[config.mk]
export PLATFORM = sky130hd
export DESIGN_NAME = battleship_grid
export DESIGN_NICKNAME = d
export VERILOG_FILES = /design/src/rtl/battleship_pkg.sv /design/src/rtl/battleship_coord_check.sv /design/src/rtl/battleship_grid.sv
export SDC_FILE = /design/constraint.sdc
export NUM_CORES = 1
export LEC_CHECK = 0
export ABC_AREA = 1
export BUFFER_PORTS_ARGS = -buffer_cell sky130_fd_sc_hd__buf_2
export CORE_MARGIN = 2
export CORE_UTILIZATION = 60
export CTS_CLUSTER_DIAMETER = 200
export CTS_CLUSTER_SIZE = 40
export DETAILED_ROUTE_END_ITERATION = 10
export PLACE_DENSITY = 0.86
export SLEW_MARGIN = 40
export SYNTH_ARGS = -nofsm -noshare
export SYNTH_HDL_FRONTEND = slang
export SYNTH_SLANG_ARGS = --single-unit
[constraint.sdc]
create_clock -name clk -period 4.5 [get_ports clk]
set_input_delay 0 -clock clk [delete_from_list [all_inputs] [get_ports clk]]
set_output_delay 0 -clock clk [all_outputs]
set_load 0.02 [all_outputs]
[src/rtl/battleship_pkg.sv]
// Shared types for the battleship grid: cell, shot-result and phase encodings.
package battleship_pkg;

  typedef enum logic [1:0] {
    CellEmpty = 2'd0,
    CellShip  = 2'd1,
    CellMiss  = 2'd2,
    CellHit   = 2'd3
  } cell_t;

  typedef enum logic [1:0] {
    ResMiss    = 2'd0,
    ResHit     = 2'd1,
    ResRepeat  = 2'd2,
    ResInvalid = 2'd3
  } result_t;

  typedef enum logic [1:0] {
    PhPlace = 2'd0,
    PhPlay  = 2'd1,
    PhOver  = 2'd2
  } phase_t;

  // Index width for n items, never below one bit.
  function automatic int unsigned idx_width(int unsigned n);
    return (n > 1) ? $clog2(n) : 1;
  endfunction

endpackage

[src/rtl/battleship_coord_check.sv]
// Range check and row-major flattening of a (row, col) board coordinate.
module battleship_coord_check #(
  parameter int unsigned ROWS  = 5,
  parameter int unsigned COLS  = 5,
  parameter int unsigned ROW_W = 3,
  parameter int unsigned COL_W = 3,
  parameter int unsigned IDX_W = 5
) (
  input  logic [ROW_W-1:0] row_i,
  input  logic [COL_W-1:0] col_i,
  output logic             in_range_o,
  output logic [IDX_W-1:0] idx_o
);

  assign in_range_o = (32'(row_i) < ROWS) && (32'(col_i) < COLS);
  // Only meaningful when in_range_o is set.
  assign idx_o      = IDX_W'(32'(row_i) * COLS + 32'(col_i));

endmodule

[src/rtl/battleship_grid.sv]
// Battleship board: ship placement phase, single-cycle shot resolution with a
// one-cycle result pulse, and game-over detection.
module battleship_grid
  import battleship_pkg::*;
#(
  parameter int unsigned ROWS           = 5,
  parameter int unsigned COLS           = 5,
  parameter int unsigned MAX_SHIP_CELLS = 8,
  localparam int unsigned ROW_W         = idx_width(ROWS),
  localparam int unsigned COL_W         = idx_width(COLS),
  localparam int unsigned CNT_W         = $clog2(MAX_SHIP_CELLS + 1)
) (
  input  logic                   clk,
  input  logic                   rst,
  input  logic                   place_valid,
  input  logic                   place_done,
  input  logic                   shoot_valid,
  output logic                   shoot_ready,
  input  logic [ROW_W-1:0]       row,
  input  logic [COL_W-1:0]       col,
  output logic                   result_valid,
  output logic [1:0]             result,
  output logic [CNT_W-1:0]       ships_left,
  output logic [15:0]            shot_count,
  output logic [1:0]             phase,
  output logic                   game_over,
  output logic [2*ROWS*COLS-1:0] board
);

  localparam int unsigned NCELLS = ROWS * COLS;
  localparam int unsigned IDX_W  = idx_width(NCELLS);
  localparam logic [CNT_W-1:0] MaxCells = CNT_W'(MAX_SHIP_CELLS);

  logic             in_range;
  logic [IDX_W-1:0] idx;

  battleship_coord_check #(
    .ROWS  (ROWS),
    .COLS  (COLS),
    .ROW_W (ROW_W),
    .COL_W (COL_W),
    .IDX_W (IDX_W)
  ) u_coord (
    .row_i      (row),
    .col_i      (col),
    .in_range_o (in_range),
    .idx_o      (idx)
  );

  cell_t            cells_q [NCELLS];
  cell_t            cells_d [NCELLS];
  logic [CNT_W-1:0] ships_q, ships_d;
  logic [15:0]      count_q, count_d;
  phase_t           phase_q, phase_d;
  result_t          result_q, result_d;
  logic             rv_q, rv_d;
  cell_t            cur_cell;

  assign cur_cell = in_range ? cells_q[idx] : CellEmpty;

  always_comb begin
    cells_d  = cells_q;
    ships_d  = ships_q;
    count_d  = count_q;
    phase_d  = phase_q;
    result_d = result_q;
    rv_d     = 1'b0;

    unique case (phase_q)
      PhPlace: begin
        if (place_valid && in_range && (cur_cell == CellEmpty) && (ships_q < MaxCells)) begin
          cells_d[idx] = CellShip;
          ships_d      = ships_q + CNT_W'(1);
        end
        // A placement accepted this cycle already counts toward leaving PLACE.
        if (place_done && (ships_d != '0)) begin
          phase_d = PhPlay;
        end
      end
      PhPlay: begin
        if (shoot_valid) begin
          rv_d = 1'b1;
          if (!in_range) begin
            result_d = ResInvalid;
          end else begin
            unique case (cur_cell)
              CellEmpty: begin
                cells_d[idx] = CellMiss;
                result_d     = ResMiss;
                if (count_q != 16'hFFFF) count_d = count_q + 16'd1;
              end
              CellShip: begin
                cells_d[idx] = CellHit;
                result_d     = ResHit;
                ships_d      = ships_q - CNT_W'(1);
                if (count_q != 16'hFFFF) count_d = count_q + 16'd1;
                if (ships_q == CNT_W'(1)) phase_d = PhOver;
              end
              CellMiss, CellHit: begin
                result_d = ResRepeat;
              end
              default: result_d = ResRepeat;
            endcase
          end
        end
      end
      PhOver: begin
        phase_d = PhOver;
      end
      default: phase_d = phase_q;
    endcase
  end

  always_ff @(posedge clk) begin
    if (!rst) begin
      for (int unsigned i = 0; i < NCELLS; i++) cells_q[i] <= CellEmpty;
      ships_q  <= '0;
      count_q  <= '0;
      phase_q  <= PhPlace;
      result_q <= ResMiss;
      rv_q     <= 1'b0;
    end else begin
      cells_q  <= cells_d;
      ships_q  <= ships_d;
      count_q  <= count_d;
      phase_q  <= phase_d;
      result_q <= result_d;
      rv_q     <= rv_d;
    end
  end

  always_comb begin
    board = '0;
    for (int unsigned i = 0; i < NCELLS; i++) board[2*i +: 2] = cells_q[i];
  end

  assign shoot_ready  = (phase_q == PhPlay);
  // A reset arriving in the result cycle suppresses the pending pulse.
  assign result_valid = rv_q & rst;
  assign result       = result_q;
  assign ships_left   = ships_q;
  assign shot_count   = count_q;
  assign phase        = phase_q;
  assign game_over    = (phase_q == PhOver);

endmodule

==> reports/results.txt, run 1 <==
Status -> finished clean
# clock sinks -> 75
Iter 0 DRT Violations -> 433
Vias in the first global route -> 4399
Congestion Overflow GR -> 0
Die W -> 90.5 um
WL per Instance -> 12.9 um
# rows -> 31
Largest net degree at the start of global routing -> 65
Clock-pin slew on the worst setup and hold paths -> 0.09 ns
Max clock buf depth -> 2
Die height -> 90.5 um
EDFF count, synth -> 0
Syn nets -> 732
VDD IR max -> 0.316 mV
PD cells -> 402 mW/mm^2
Via-to-Cell Ratio -> 5.26
Global-route wire length before repair -> 19400 um
Ant diodes -> 0
Placer Congestion -> 0.915
RSZ-0062 raised after global routing -> no
Clock Tree Root -> clkbuf_8
Final min period -> 3.31 ns
Antenna Nets Post-Route -> 0
Mapped Area -> 0.00449 mm^2
CTS buffer count -> 9
Io pins -> 88
Min-delay src -> place_done
TritonRoute pass-1 iters -> 5
Synth area leaders -> dfxtp_1, nand2_1, inv_1
CTS tree -> yes
Post-CTS Resized -> 0
CP arrival -> 3.55 ns
Crit-path max FO -> 38
Layout net count -> 808
Setup Skew -> 0.0126 ns
Post-synth top area share -> 33.4%
Util after Layout -> 70.5%
Syn avg cell area -> 6.38 um^2
Pwr Total -> 0.00206 W
Yosys warns -> 0
Setup crit start kind -> input pin
Leading area contributor after synthesis -> dfxtp_1
Final max-slew violation count -> 0
RR Startpoint -> phase[1]
Pleak -> 2.54 nW
CP endpoint kind -> register
Synth unique cells -> 37
Most used DFF post-synth -> dfxtp_1
GRT Overall Usage -> 28.6%
CP Launch Point -> row[0]
Hold Slack -> 0.0355 ns
Starting density of the core -> 61.9%
Crit path kind -> input pin to register
Final hold viol count -> 0
Vias -> 4650
Buffers on Ports -> 87
Fmax -> 0.303 GHz
Setup TNS -> 0 ns
Gate Count Post-Synth -> 704
Initial antenna violation count -> 0
# H-tree levels -> 3
Type of the tightest min-delay check -> input pin to register
Final period util -> 73.5%
# Max-Cap Violations -> 0
Final worst slack -> 1.19 ns
Worst Path Required -> 4.75 ns
Core area -> 0.00725 mm^2
Yosys reg bits -> 75
Worst-margin pin slew -> 0.707 ns
Layout cell share with drive strength beyond 1 -> 16.9%
Clock Latency Late Sink -> 0.37 ns
DRT Wirelength -> 11400 um
Slew margin rel. -> 52.8%
Area delta synth->final -> 13.9%
Setup-failing EPs final -> 0
Detail Placement HPWL -> 8070 um
Ys async rst share -> 0%
Post-place setup slack -> 0.878 ns
Die area -> 0.00819 mm^2
Register area share after synthesis -> 33.4%
DRC -> 0
[worst paths after layout]
| check | to | slack (ns) | cells past startpoint |
|---|---|---|---|
| max | register | 1.19 | 19 |
| min | phase[1] | 0.04 | 5 |
| max reg2reg | register | 1.42 | 11 |
| min reg2reg | board[21] | 0.47 | 2 |
[report_power, final]
part           internal (W)  switching (W)  total (W)
Combinational      0.000232       0.000568   0.000800
Clock              0.000225       0.000285   0.000510
Sequential         0.000707      0.0000389   0.000746
[final cells by class]
class / count / area [um^2]
clock inverters: 6 / 53.8
flip-flops and latches: 75 / 1500
clock buffers: 10 / 138
inverters: 100 / 378
repair buffers: 90 / 463
multi-input cells: 504 / 2460
well taps: 99 / 124
fillers: 653 / 2140
[metrics by stage]
step	std cells	cell area, um^2
CTS	884	5120
global placement	867	4910
finish	884	5120
floorplan	704	4490
global route	884	5120
detailed placement	867	4910
[synthesized netlist by cell type, types with 2 or more instances]
master / n
a21oi_1: 63
buf_2: 4
buf_4: 2
buf_6: 6
clkbuf_1: 10
clkbuf_2: 2
clkinv_1: 2
dfxtp_1: 75
ha_1: 16
inv_1: 95
inv_2: 2
nand2_1: 213
nand2_2: 14
nand3_1: 40
nand3_2: 2
nor2_1: 62
nor2_4: 5
nor3_1: 7
nor3b_1: 3
nor4_1: 2
o21a_1: 4
o21ai_0: 35
o21ai_1: 21
xor2_1: 6
[layer usage]
layer  wire length (um)  vias up  GRT usage, %
met4                278        0          13.6
met2               5350      191          48.2
met3                889       23          5.26
met1               4890     2075          35.1
met5                  0        -             0
li1                   -     2361             -
[cell families after synthesis]
group                    share of synthesized area (%)
adder cells (fa/ha/maj)                           4.90
AND/OR/NAND/NOR                                   34.0
AO/OA/AOI/OAI                                     14.5
flip-flops                                        33.4
XOR/XNOR                                          1.36
buffers and inverters                             11.8
[layout by cell type, fill, tap and decap left out, types with 3 or more instances in the layout]
cell type / Yosys / routed
o21ai_0: 35 / 35
dfxtp_1: 75 / 75
buf_2: 4 / 86
nor3_1: 7 / 7
xor2_1: 6 / 6
nor2_4: 5 / 5
nor2_1: 62 / 62
o21a_1: 4 / 4
a21oi_1: 63 / 63
nand3_1: 40 / 40
nor3b_1: 3 / 3
inv_1: 95 / 95
nand2_1: 213 / 213
buf_4: 2 / 3
o21ai_1: 21 / 21
ha_1: 16 / 16
clkbuf_8: 0 / 10
nand2_2: 14 / 14
[critical path, stage by stage]
cell and delay [ns]:
buf_2 0.11, ha_1 0.30, ha_1 0.31, inv_1 0.06
fa_1 0.43, xor2_1 0.31, inv_1 0.17, nor2_1 0.17
nand2_1 0.06, nand2_1 0.11, nor2_4 0.07, nor2_4 0.15
nand2_4 0.09, nand2_2 0.07, nand2_2 0.06, inv_2 0.53
nand3_1 0.27, o21ai_0 0.22, a21oi_1 0.07
[what timing repair did]
item                      in CTS  in global routing
hold buffers                   1                  0
buffers inserted               0                  0
hold endpoints to repair       3                  0
(Power assumes the default switching activity.)
==> run 2, diff against run 1 <==
Settings changed: CORE_UTILIZATION 60 to 56, PLACE_DENSITY 0.86 to 0.81.
Clock period 4.5 ns to 3.25 ns, I/O delays scaled along.
==> run 2 against run 1 <==
  * First-iteration DRC count down 9.0%
  * Critical path depth increased by 1
  * Total power increased by 47%
  * Count of clock-buffer cells in the layout down 1
  * Clock skew about the same
  * Wire length increased by 3.1%
  * Hold slack got worse by 0.014 ns
  * Non-clock buffer count is 13 higher
  * Core utilization is 2.7 points lower
  * Sequential cell count is the same
  * Sequential power rose by 38%
  * Register-to-register slack worse by 0.79 ns
  * Highest routed layer unchanged
==> reports/results.txt, run 2 (synthesized netlist as in run 1, its figures left out) <==
Post-CTS setup buffer count -> 0 (unchanged)
Cell at the slowest stage of the critical path -> fa_1
VDD IR max -> 0.441 mV (+40%)
Final worst slack -> 0.230 ns (-0.965 ns)
Commonest cells after routing, fill and taps aside -> nand2_1, inv_1, buf_2, dfxtp_1, a21oi_1
Setup Skew -> 0.0131 ns (+0.000455 ns)
Final period util -> 92.9%
Iter 0 DRT Violations -> 394 (-9.0%)
DRC -> 0 (unchanged)
CP arrival -> 3.31 ns (-0.24 ns)
Status -> finished clean
Pwr Total -> 0.00302 W (+47%)
Final max-slew violation count -> 0 (unchanged)
Largest net degree at the start of global routing -> 65 (unchanged)
TritonRoute pass-1 iters -> 6 (+1)
Worst Path Required -> 3.54 ns (-1.21 ns)
# rows -> 32 (+3.2%)
Ant diodes -> 0 (unchanged)
Die height -> 93.6 um (+3.4%)
PD cells -> 574 mW/mm^2 (+43%)
Setup TNS -> 0 ns (unchanged)
Crit-path max FO -> 16 (-58%)
Vias -> 4751 (+2.2%)
Slew margin rel. -> 57.9% (+5.2 points)
Layout net count -> 821 (+1.6%)
# H-tree levels -> 3 (unchanged)
Vias in the first global route -> 4379 (-0.45%)
Crit path kind -> input pin to register
RSZ-0062 raised after global routing -> no
Clock Tree Root -> clkbuf_8
Detail Placement HPWL -> 8560 um (+6.1%)
# Max-Cap Violations -> 0 (unchanged)
Fmax -> 0.331 GHz
Pleak -> 2.62 nW (+3.3%)
Io pins -> 88 (unchanged)
Max clock buf depth -> 2 (unchanged)
Final Cell Area -> 0.00527 mm^2 (+2.9%)
CTS tree -> yes
GRT Overall Usage -> 27.6% (-0.95 points)
Cell Area, Placed -> 0.00503 mm^2 (+2.3%)
Buffers on Ports -> 87 (unchanged)
Filler cells -> 681 (+4.3%)
Die area -> 0.00875 mm^2 (+6.8%)
Post-place setup slack -> -0.105 ns (-0.983 ns)
Starting density of the core -> 57.8% (-4.1 points)
Setup-failing EPs final -> 0 (unchanged)
Congestion Overflow GR -> 0 (unchanged)
Placer Congestion -> 0.872 (-4.7%)
Final min period -> 3.02 ns
Hold Slack -> 0.0218 ns (-0.0137 ns)
CTS buffer count -> 9 (unchanged)
Initial antenna violation count -> 0 (unchanged)
Worst-margin pin slew -> 0.625 ns (-0.0822 ns)
Crit-path cells -> buf_2 > ha_1 > ha_1 > inv_1 > fa_1 > xor2_2 > inv_1 > buf_4 > nand3_1 > nand2_1 > nor2_4 > nor2_4 > nand2_4 > nand2_2 > nand2_2 > clkinv_2 > buf_12 > nand2_1 > o21ai_0 > a21oi_1
Type of the tightest min-delay check -> input pin to register
Clock Latency Late Sink -> 0.37 ns (about the same)
CP endpoint kind -> register
Clock-pin slew on the worst setup and hold paths -> 0.09 ns (about the same)
DRT Wirelength -> 11800 um (+3.1%)
Global-route wire length before repair -> 19400 um (+0.14%)
Final hold viol count -> 0 (unchanged)
Antenna Nets Post-Route -> 0 (unchanged)
Family with the most delay on the worst path -> adder cells
Setup crit start kind -> input pin
CP Buf/Inv Count -> 6 (+2)
Commonest non-fill, non-tap cell in the layout -> nand2_1
# clock sinks -> 75 (unchanged)
Max incr delay on CP -> 0.47 ns (-0.06 ns)
Core area -> 0.00777 mm^2 (+7.1%)
Area delta synth->final -> 17.2%
Die W -> 93.6 um (+3.4%)
Layout cell share with drive strength beyond 1 -> 18.7% (+1.7 points)
WL per Instance -> 13.1 um (+1.2%)
Via-to-Cell Ratio -> 5.28 (+0.36%)
## run 2: worst paths after layout
kind,from,end,slack (ns),depth (start not counted)
min reg2reg,board[43],board[43],0.47,2
min,place_done,phase[1],0.02,5
max,row[0],register,0.23,20
max reg2reg,shot_count[1],shot_count[11],0.63,13
## run 2: per-stage QoR
| step | utilization [%] | cells |
|---|---|---|
| after floorplan | - | 704 |
| after global placement | 64.7 | 883 |
| after detailed placement | 64.7 | 883 |
| after CTS | 67.7 | 900 |
| after global routing | 67.8 | 900 |
| final | 67.8 | 900 |
## run 2: tightest hold or removal path, stage by stage
cell and delay, ns:
buf_2 0.08, nand2_1 0.04, nand2_1 0.09, a21oi_1 0.07
nor2_1 0.09
## run 2: timing repair
action | 4_1_cts | 5_1_grt
endpoints found under the hold margin | 3 | 0
endpoints found under the setup margin | 0 | 2
gates resized for setup | 0 | 4
hold buffers | 1 | 0
## run 2: report_power, final
group          internal (W)  total, W  leakage (nW)  switching [W]
clock              0.000378  0.000798         0.111       0.000420
combinational      0.000390   0.00119          1.91       0.000801
sequential         0.000979   0.00103         0.606      0.0000539
## run 2: routing by layer
layer / global-route usage (%) / vias to the layer above / routed length (um)
met2: 47.5 / 197 / 5620
met5: 0 / - / 0
li1: - / 2397 / -
met4: 8.94 / 0 / 218
met3: 6.45 / 27 / 888
met1: 34.1 / 2130 / 5020
## run 2: layout make-up
cell class              instances  area (um^2)  area share (%)
multi-input cells             504         2470            46.9
flip-flops and latches         75         1500            28.5
repair buffers                103          571            10.8
inverters                     100          379            7.20
well taps                     102          128            2.42
clock buffers                   9          124            2.35
clock inverters                 7         95.1            1.81
